[config.mk]
export PLATFORM = sky130hd
export DESIGN_NAME = router_iport_param_flat
export DESIGN_NICKNAME = d
export VERILOG_FILES = /design/src/rtl/router_iport_param_if.sv /design/src/rtl/router_iport_param.sv /design/src/flat_wrapper.sv
export SDC_FILE = /design/constraint.sdc
export NUM_CORES = 1
export LEC_CHECK = 0
export ABC_AREA = 0
export BUFFER_PORTS_ARGS = -buffer_cell sky130_fd_sc_hd__clkbuf_2
export CORE_UTILIZATION = 61
export DETAILED_ROUTE_END_ITERATION = 12
export GPL_TIMING_DRIVEN = 0
export MAX_ROUTING_LAYER = met4
export PLACE_DENSITY_LB_ADDON = 0.1
export SLEW_MARGIN = 20
export SYNTH_ARGS = -nofsm -noshare
export SYNTH_HDL_FRONTEND = slang
export SYNTH_SLANG_ARGS = --single-unit
[constraint.sdc]
create_clock -name clk -period 3.6 [get_ports clk]
set_input_delay 0.18 -clock clk [delete_from_list [all_inputs] [get_ports clk]]
set_output_delay 0.18 -clock clk [all_outputs]
set_load 0.01 [all_outputs]
[src/rtl/router_iport_param_if.sv]
// Router input port bus bundle.
// Groups the serial frame input, the arbiter request/grant pair and the
// deserialised word/status outputs of one router input port.
//   slave  modport : used by router_iport_param (samples i_*, drives o_*)
//   master modport : used by whatever feeds the port (drives i_*, samples o_*)
// Handshake: o_req is a level request that stays high from the cycle after
// the last address bit until the packet ends, drops or aborts; i_gnt is only
// looked at while the port is waiting in REQ, and one sampled i_gnt=1 moves
// the port to payload reception. o_wvalid/o_eop/o_drop/o_err are
// single-cycle pulses with no back-pressure.
// o_state_dbg exposes the port FSM state encoding for observation.
interface router_iport_param_if #(
  parameter int ADDR_W = 4,
  parameter int DATA_W = 8
);
  localparam int WB_W = $clog2(DATA_W + 1);

  logic              i_frame;
  logic              i_data;
  logic              i_gnt;
  logic [ADDR_W-1:0] o_dst_addr;
  logic              o_req;
  logic [DATA_W-1:0] o_wdata;
  logic              o_wvalid;
  logic [WB_W-1:0]   o_wbits;
  logic              o_eop;
  logic              o_drop;
  logic              o_err;
  logic [2:0]        o_state_dbg;

  modport slave (
    input  i_frame, i_data, i_gnt,
    output o_dst_addr, o_req, o_wdata, o_wvalid, o_wbits,
           o_eop, o_drop, o_err, o_state_dbg
  );

  modport master (
    output i_frame, i_data, i_gnt,
    input  o_dst_addr, o_req, o_wdata, o_wvalid, o_wbits,
           o_eop, o_drop, o_err, o_state_dbg
  );
endinterface

[src/rtl/router_iport_param.sv]
// Router input port: receives a serial frame (destination address LSB first,
// then payload LSB first), requests the crossbar, and once granted
// deserialises the payload into DATA_W-bit words. A trailing partial word is
// flushed with its bit count together with the end-of-packet pulse.
// Ports:
//   clk   : rising-edge clock
//   reset : asynchronous, active-high reset
//   bus   : router_iport_param_if.slave (frame/data in, req/gnt,
//           word/status outputs, FSM state for observation)
module router_iport_param #(
  parameter int ADDR_W      = 4,
  parameter int DATA_W      = 8,
  parameter int GNT_TIMEOUT = 16
) (
  input  logic                clk,
  input  logic                reset,
  router_iport_param_if.slave bus
);
  localparam int AC_W    = (ADDR_W > 1) ? $clog2(ADDR_W) : 1;
  localparam int BC_W    = $clog2(DATA_W);
  localparam int WB_W    = $clog2(DATA_W + 1);
  localparam int WC_W    = (GNT_TIMEOUT > 1) ? $clog2(GNT_TIMEOUT) : 1;
  localparam int TO_LAST = (GNT_TIMEOUT > 0) ? GNT_TIMEOUT - 1 : 0;

  typedef enum logic [2:0] {IDLE, ADDR, REQ, DATA, DROP} state_e;

  state_e            state_q, state_d;
  logic [AC_W-1:0]   acnt_q, acnt_d;
  logic [WC_W-1:0]   wcnt_q, wcnt_d;
  logic [BC_W-1:0]   bcnt_q, bcnt_d;
  logic [DATA_W-1:0] shift_q, shift_d;
  logic [ADDR_W-1:0] dst_q, dst_d;
  logic [DATA_W-1:0] wdata_q, wdata_d;
  logic [WB_W-1:0]   wbits_q, wbits_d;
  logic              req_q, req_d;
  logic              wvalid_q, wvalid_d;
  logic              eop_q, eop_d;
  logic              drop_q, drop_d;
  logic              err_q, err_d;
  logic [DATA_W-1:0] word;

  always_ff @(posedge clk or posedge reset) begin
    if (reset) begin
      state_q  <= IDLE;
      acnt_q   <= '0;
      wcnt_q   <= '0;
      bcnt_q   <= '0;
      shift_q  <= '0;
      dst_q    <= '0;
      wdata_q  <= '0;
      wbits_q  <= '0;
      req_q    <= 1'b0;
      wvalid_q <= 1'b0;
      eop_q    <= 1'b0;
      drop_q   <= 1'b0;
      err_q    <= 1'b0;
    end else begin
      state_q  <= state_d;
      acnt_q   <= acnt_d;
      wcnt_q   <= wcnt_d;
      bcnt_q   <= bcnt_d;
      shift_q  <= shift_d;
      dst_q    <= dst_d;
      wdata_q  <= wdata_d;
      wbits_q  <= wbits_d;
      req_q    <= req_d;
      wvalid_q <= wvalid_d;
      eop_q    <= eop_d;
      drop_q   <= drop_d;
      err_q    <= err_d;
    end
  end

  always_comb begin
    state_d  = state_q;
    acnt_d   = acnt_q;
    wcnt_d   = wcnt_q;
    bcnt_d   = bcnt_q;
    shift_d  = shift_q;
    dst_d    = dst_q;
    wdata_d  = wdata_q;
    wbits_d  = wbits_q;
    wvalid_d = 1'b0;
    eop_d    = 1'b0;
    drop_d   = 1'b0;
    err_d    = 1'b0;
    // Current payload word with the incoming bit merged in at bcnt.
    word         = shift_q;
    word[bcnt_q] = bus.i_data;

    case (state_q)
      IDLE: begin
        shift_d = '0;
        bcnt_d  = '0;
        wcnt_d  = '0;
        if (bus.i_frame) begin
          // Fresh address: clear stale upper bits from the previous packet.
          dst_d    = '0;
          dst_d[0] = bus.i_data;
          acnt_d   = AC_W'(1);
          state_d  = (ADDR_W == 1) ? REQ : ADDR;
        end
      end
      ADDR: begin
        if (!bus.i_frame) begin
          state_d = IDLE;
          err_d   = 1'b1;
        end else begin
          dst_d[acnt_q] = bus.i_data;
          if (acnt_q == AC_W'(ADDR_W - 1)) state_d = REQ;
          else                             acnt_d  = acnt_q + AC_W'(1);
        end
      end
      REQ: begin
        // Frame fall takes priority over a coincident grant.
        if (!bus.i_frame) begin
          state_d = IDLE;
          err_d   = 1'b1;
          wcnt_d  = '0;
        end else if (bus.i_gnt) begin
          state_d = DATA;
          wcnt_d  = '0;
        end else if (GNT_TIMEOUT != 0) begin
          if (wcnt_q == WC_W'(TO_LAST)) begin
            state_d = DROP;
            drop_d  = 1'b1;
            wcnt_d  = '0;
          end else begin
            wcnt_d = wcnt_q + WC_W'(1);
          end
        end
      end
      DATA: begin
        if (bus.i_frame) begin
          if (bcnt_q == BC_W'(DATA_W - 1)) begin
            wdata_d  = word;
            wbits_d  = WB_W'(DATA_W);
            wvalid_d = 1'b1;
            bcnt_d   = '0;
            shift_d  = '0;
          end else begin
            shift_d = word;
            bcnt_d  = bcnt_q + BC_W'(1);
          end
        end else begin
          // Unfilled upper bits of shift_q are already zero.
          state_d = IDLE;
          eop_d   = 1'b1;
          if (bcnt_q != '0) begin
            wdata_d  = shift_q;
            wbits_d  = WB_W'(bcnt_q);
            wvalid_d = 1'b1;
          end
          bcnt_d  = '0;
          shift_d = '0;
        end
      end
      DROP: begin
        if (!bus.i_frame) state_d = IDLE;
      end
      default: state_d = IDLE;
    endcase

    req_d = (state_d == REQ) || (state_d == DATA);
  end

  assign bus.o_dst_addr  = dst_q;
  assign bus.o_req       = req_q;
  assign bus.o_wdata     = wdata_q;
  assign bus.o_wvalid    = wvalid_q;
  assign bus.o_wbits     = wbits_q;
  assign bus.o_eop       = eop_q;
  assign bus.o_drop      = drop_q;
  assign bus.o_err       = err_q;
  assign bus.o_state_dbg = state_q;
endmodule

[src/flat_wrapper.sv]
// flat-port wrapper written by rule: the top's interface ports become plain ports
module router_iport_param_flat 
#(
  parameter int ADDR_W      = 4,
  parameter int DATA_W      = 8,
  parameter int GNT_TIMEOUT = 16
)
  (clk, reset, bus_i_frame, bus_i_data, bus_i_gnt, bus_o_dst_addr, bus_o_req, bus_o_wdata, bus_o_wvalid, bus_o_wbits, bus_o_eop, bus_o_drop, bus_o_err, bus_o_state_dbg);
  router_iport_param_if #(.ADDR_W(ADDR_W), .DATA_W(DATA_W)) bus_i ();
  input  logic clk;
  input  logic reset;
  input wire logic [$bits(bus_i.i_frame)-1:0] bus_i_frame;
  input wire logic [$bits(bus_i.i_data)-1:0] bus_i_data;
  input wire logic [$bits(bus_i.i_gnt)-1:0] bus_i_gnt;
  output wire logic [$bits(bus_i.o_dst_addr)-1:0] bus_o_dst_addr;
  output wire logic [$bits(bus_i.o_req)-1:0] bus_o_req;
  output wire logic [$bits(bus_i.o_wdata)-1:0] bus_o_wdata;
  output wire logic [$bits(bus_i.o_wvalid)-1:0] bus_o_wvalid;
  output wire logic [$bits(bus_i.o_wbits)-1:0] bus_o_wbits;
  output wire logic [$bits(bus_i.o_eop)-1:0] bus_o_eop;
  output wire logic [$bits(bus_i.o_drop)-1:0] bus_o_drop;
  output wire logic [$bits(bus_i.o_err)-1:0] bus_o_err;
  output wire logic [$bits(bus_i.o_state_dbg)-1:0] bus_o_state_dbg;
  assign bus_i.i_frame = bus_i_frame;
  assign bus_i.i_data = bus_i_data;
  assign bus_i.i_gnt = bus_i_gnt;
  assign bus_o_dst_addr = bus_i.o_dst_addr;
  assign bus_o_req = bus_i.o_req;
  assign bus_o_wdata = bus_i.o_wdata;
  assign bus_o_wvalid = bus_i.o_wvalid;
  assign bus_o_wbits = bus_i.o_wbits;
  assign bus_o_eop = bus_i.o_eop;
  assign bus_o_drop = bus_i.o_drop;
  assign bus_o_err = bus_i.o_err;
  assign bus_o_state_dbg = bus_i.o_state_dbg;
  router_iport_param #(.ADDR_W(ADDR_W), .DATA_W(DATA_W), .GNT_TIMEOUT(GNT_TIMEOUT)) u_core (.clk(clk), .reset(reset), .bus(bus_i));
endmodule
; Yosys cells after proc, flatten, opt, wreduce, memory -nomap -nowiden
; Cells that the tools add are included.
; Widths: inputs -> output; s select.
[totals]
ff_bits = 41
latch_bits = 0
ramBits = 0
mem_bits_ro = 0
input_bits = 5
output_inout_bits = 24
wordCells = 95
memories = 0
[classes]
addsub = 3
mul = 0
div_mod_pow = 0
magnitude_cmp = 4
eq_ne = 13
shift = 0
n_mux = 48
bitwise = 0
n_reduce_logical = 14
[op_table]
columns = cell, n
row1 = $mux 8, 5
row2 = $mux 4, 8
row3 = $mux 3, 9
row4 = $pmux 4 s2, 2
row5 = $pmux 8 s2, 1
row6 = $mux 1, 13
row7 = $eq 3x2->1 const B, 4
row8 = $pmux 3 s4, 1
row9 = $bwmux 8, 1
row10 = $reduce_bool 2->1, 4
row11 = $eq 3x3->1 const B, 2
row12 = $mux 2, 3
row13 = $ne 2x2->1 const B, 3
row14 = $pmux 3 s2, 1
row15 = $reduce_and 3->1, 2
row16 = $add 4x1->4 const B, 1
row17 = $bwmux 4, 1
row18 = $eq 4x4->1 const B, 1
row19 = $lt 3x4->1 const B, 1
row20 = $pmux 2 s2, 1
row21 = $reduce_and 4->1, 1
row22 = $reduce_or 2->1, 2
row23 = $add 3x1->3 const B, 1
row24 = $demux 1 s3, 1
row25 = other kinds (12), 13

; Longest topological paths before layout
[logic_depth]
word_depth = 8
depth_mapped = 7

; Least setup slack after synthesis
; No wires, ideal clock.
[synth_path]
path_type = flip-flop to flip-flop
from = reg u_core.bcnt_q[0]
to = reg u_core.wdata_q[2], in the netlist u_core.bus.o_wdata[2]
arrival_ns = 1.750
path_slack_ns = 1.725
path_stages_with_launch = 8
period_less_slack_ns = 1.875
cell_sequence = dfrtp_1 -> buf_2 -> inv_1 -> ha_1 -> nor2b_1 -> a211oi_2 -> buf_4 -> mux2_2
[synth_between]
elab_chain_cells = 7
elab_cells_between_ends = 13
[synth_rtl]
columns = element, line_no
row1 = from (decl), router_iport_param.sv:30  ; logic [BC_W-1:0] bcnt_q, bcnt_d;
row2 = from (signal assigned), router_iport_param.sv:61  ; bcnt_q <= bcnt_d;
row3 = $lt 3x4->1 (implied by the code) / $ge 3x1->1 (equally long branches), router_iport_param.sv:89  ; word[bcnt_q] = bus.i_data;
row4 = $logic_and 1x1->1 (implied by the code), router_iport_param.sv:89
row5 = $mux 1 (implied by the code), router_iport_param.sv:89
row6 = $demux 1 s3, --
row7 = $bwmux 8, router_iport_param.sv:89
row8 = $mux 8, router_iport_param.sv:135  ; if (bcnt_q == BC_W'(DATA_W - 1)) begin
row9 = $mux 8, router_iport_param.sv:134  ; if (bus.i_frame) begin
row10 = to (signal assigned), router_iport_param.sv:64  ; wdata_q <= wdata_d;
row11 = to (decl), router_iport_param.sv:33  ; logic [DATA_W-1:0] wdata_q, wdata_d;
; Several ways; a longest one is shown, not always the timed one. The select of a mux whose other input is x is not followed.
; A chain may end at the register's enable or synchronous reset.

; Worst setup path in the final report
[layout_path]
from = reg u_core.bcnt_q[0]
to = reg u_core.wdata_q[3], in the netlist u_core.bus.o_wdata[3]
; Same word-level chain as after synthesis.

==> results_dict.tcl <==
set metrics [dict create \
    critPathRequiredTime_ns 3.86 \
    grt_overflow 0 \
    synth_xor_area_share_pct 0.403 \
    synth.yosys.seq_area_share_pct 47.2 \
    synth_top_flop_cell "dfrtp_1" \
    synthArstFlopShare_pct 100 \
    viasPerCell 6.39 \
    syn-num-nets 213 \
    post_cts_buffers 0 \
    worstPathArrival_ns 2.47 \
    port_buffers 27 \
    grt_first_pass_wirelength_mm 7.88 \
    globalplace.congestion 0.874 \
    synth.avg_cell_area_um2 10.9 \
    p_per_area_mw_per_mm2 429 \
    synth-compound-area-share_pct 19.0 \
    core_region_area_mm2 0.00336 \
    num_rows 21 \
    final_cells 281 \
    dieArea_mm2 0.00381 \
    clkSinkCount 41 \
    crit_path_max_fanout 10 \
    grt_pass1_vias 1671 \
    synth.distinct_cells 44 \
    fin_skew_ns 0.00704 \
    grt.total_usage_pct 30.1 \
    place_inst 274 \
    drc 0 \
    routed-via-count 1796 \
    maxSlewViolCount 0 \
    die_x_um 61.7 \
    hold_class "in -> reg" \
    start_kind "register" \
    hpwl_mm 3.46 \
    setup_slack_ns 1.40 \
    nNetsFinal 249 \
    status "finished clean" \
    seq_power_share_pct 53.0 \
    synth_edf_count 0 \
    placed_area_mm2 0.00239 \
    start_util_pct 64.7 \
    fillers 267 \
    pwr-share-comb_pct 26.3 \
    muxShareOfSynthArea_pct 8.80 \
    netlist.area_leader.share_pct 47.2 \
    clockRootBuffer "clkbuf_4" \
    synth_area_leaders "dfrtp_1, mux2_2, o21ai_0" \
    fin_tns_setup_ns 0 \
    netlist_area_mm2 0.00217 \
    cp-end-kind "register" \
    synth_top_family_by_area "compound AO/OA/AOI/OAI gates" \
    fmax_mhz 454 \
    swShare_pct 33.9 \
    worst_pin_slew_ns 0.472 \
    diodes 0 \
    yosysMostFrequentCell "dfrtp_1" \
    clockBufferDepth 2 \
    io_pins 29 \
    synthAdderAreaFrac_pct 4.60 \
    synth-simple-area-share_pct 14.3 \
    initialDrtViolationCount 137 \
    ir_worst_vdd_v 0.000252 \
    fp.dieH_um 61.7 \
    wl_per_cell_um 17.5 \
    synth_seq_cells 41 \
    maxCapViolations 0 \
    clk_latency_ns 0.36 \
    p_clk_share_pct 20.7 \
    finalSetupViolCount 0 \
    internal-power_mw 0.692 \
    design_area_mm2 0.00244 \
    synth_top_area_cell "dfrtp_1" \
    synthCells 200 \
    cts_tree "built" \
    cts_max_level 2 \
    p_switching_mw 0.355 \
    synth_common_cells "dfrtp_1, o21ai_0, mux2_2" \
    dr.pass1.iters 4 \
    min_period_ns 2.20 \
    slew_headroom_pct 68.5 \
    crit_type "reg -> reg" \
    period_share_pct 61.2 \
    cts_made_buffers 5 \
    area_growth_pct 12.2 \
    drive_gt1_share_pct 26.4 \
    clkSlewWorstSetupHoldPaths_ns 0.12 \
    ys_warn_count 0 \
    rsz0062_at_grt "no" \
    wl_mm 4.93 \
    dp_slack_ns 1.43 \
    leakage_nw 1.15 \
    grt_max_degree 30 \
    ant_nets 0 \
    final-hold-violation-count 0 \
    antenna_found_initial 0 \
]
path summary, 6_finish.rpt:
path | cells past startpoint | startpoint | slack, ns | end
setup / recovery | 7 | u_core.bcnt_q[0] | 1.40 | u_core.bus.o_wdata[3]
hold / removal | 3 | bus_i_gnt | 0.15 | u_core.bus.o_state_dbg[0]
setup reg to reg | 7 | u_core.bcnt_q[0] | 1.40 | u_core.bus.o_wdata[3]
hold reg to reg | 1 | u_core.bus.o_wdata[0] | 0.50 | u_core.bus.o_wdata[0]
max in group asynchronous | 4 | reset | 2.88 | u_core.wcnt_q[1]
min in group asynchronous | 3 | reset | 0.28 | u_core.bus.o_wbits[3]
what timing repair did:
| item | in CTS | in global routing |
|---|---|---|
| endpoints found under the setup margin | 0 | 0 |
| gates resized for setup | 0 | 0 |
| endpoints found under the hold margin | 12 | 0 |
| hold buffers | 1 | 0 |
critical path, cell delays in order, from the launching register on:
cell and delay, ns:
dfrtp_1 0.48, buf_2 0.26, inv_1 0.09, ha_1 0.22, nor2b_1 0.16, a211oi_2 0.30
buf_4 0.24, mux2_2 0.35
metal layers:
metal / track usage, % / vias up / routed length (um)
met4: 14.6 / 0 / 128
met3: 6.83 / 14 / 278
met1: 38.0 / 881 / 2160
met2: 45.8 / 71 / 2360
met5: - / - / 0
li1: - / 830 / -
cell families after synthesis:
kind of cell,after synthesis
DFF,41
and+or+nand+nor,47
adders and majority gates,8
xor gates and xnor gates,1
AOI/OAI and AO/OA,60
muxes,17
buffers and inverters,26
cell usage in the layout, fill, tap and decap left out, types with 4 or more instances in the layout:
master     netlist  layout
mux2_1           4       4
nand3_1          5       5
o211ai_1         8       8
ha_1             8       8
clkbuf_2         0      27
o21ai_0         21      21
clkbuf_1         5       5
nand2_1          6       6
a21oi_1          6       6
mux2_2          13      13
buf_2            5       5
o2111ai_1        9       9
nand2b_1         5       5
dfrtp_1         41      41
clkbuf_4         0       5
inv_1           12      11
area by class of cell:
cell class	instances	area [um2]	area share (%)
clock inverters	1	5.00	0.205
multi-input cells	133	1030	42.1
plain buffers	14	77.6	3.18
clock buffers	5	37.5	1.54
inverters	12	45.0	1.85
flip-flops and latches	41	1030	42.1
well taps	46	57.6	2.36
repair buffers	29	165	6.77
state kept, by name, summed over array words and instances, names as in the netlist:
| register | count |
|---|---|
| u_core.bus.o_err | 1 |
| u_core.bcnt_q | 3 |
| u_core.bus.o_eop | 1 |
| u_core.shift_q | 8 |
| u_core.bus.o_state_dbg | 3 |
| u_core.bus.o_req | 1 |
| u_core.wcnt_q | 4 |
| u_core.bus.o_wbits | 4 |
| u_core.acnt_q | 2 |
| u_core.bus.o_dst_addr | 4 |
| u_core.bus.o_drop | 1 |
| u_core.bus.o_wdata | 8 |
| u_core.bus.o_wvalid | 1 |
through the flow:
step	power, mW	utilization [%]	hold WS (ns)
floorplan	0.737	-	0.351
global placement	0.815	70.4	0.467
CTS	1.05	72.5	0.139
global route	1.12	72.5	0.139
detailed placement	0.838	71.0	0.128
finish	1.05	72.5	0.151
power by group through the flow:
stage | Clock, mW | Sequential, mW | Combinational [mW]
2_1_floorplan | 0 | 0.576 | 0.161
3_3_place_gp | 0 | 0.558 | 0.257
3_5_place_dp | 0 | 0.565 | 0.273
4_1_cts | 0.217 | 0.556 | 0.275
5_1_grt | 0.238 | 0.564 | 0.312
6_report | 0.217 | 0.555 | 0.276
No activity file was read; power rests on OpenSTA's default activity.
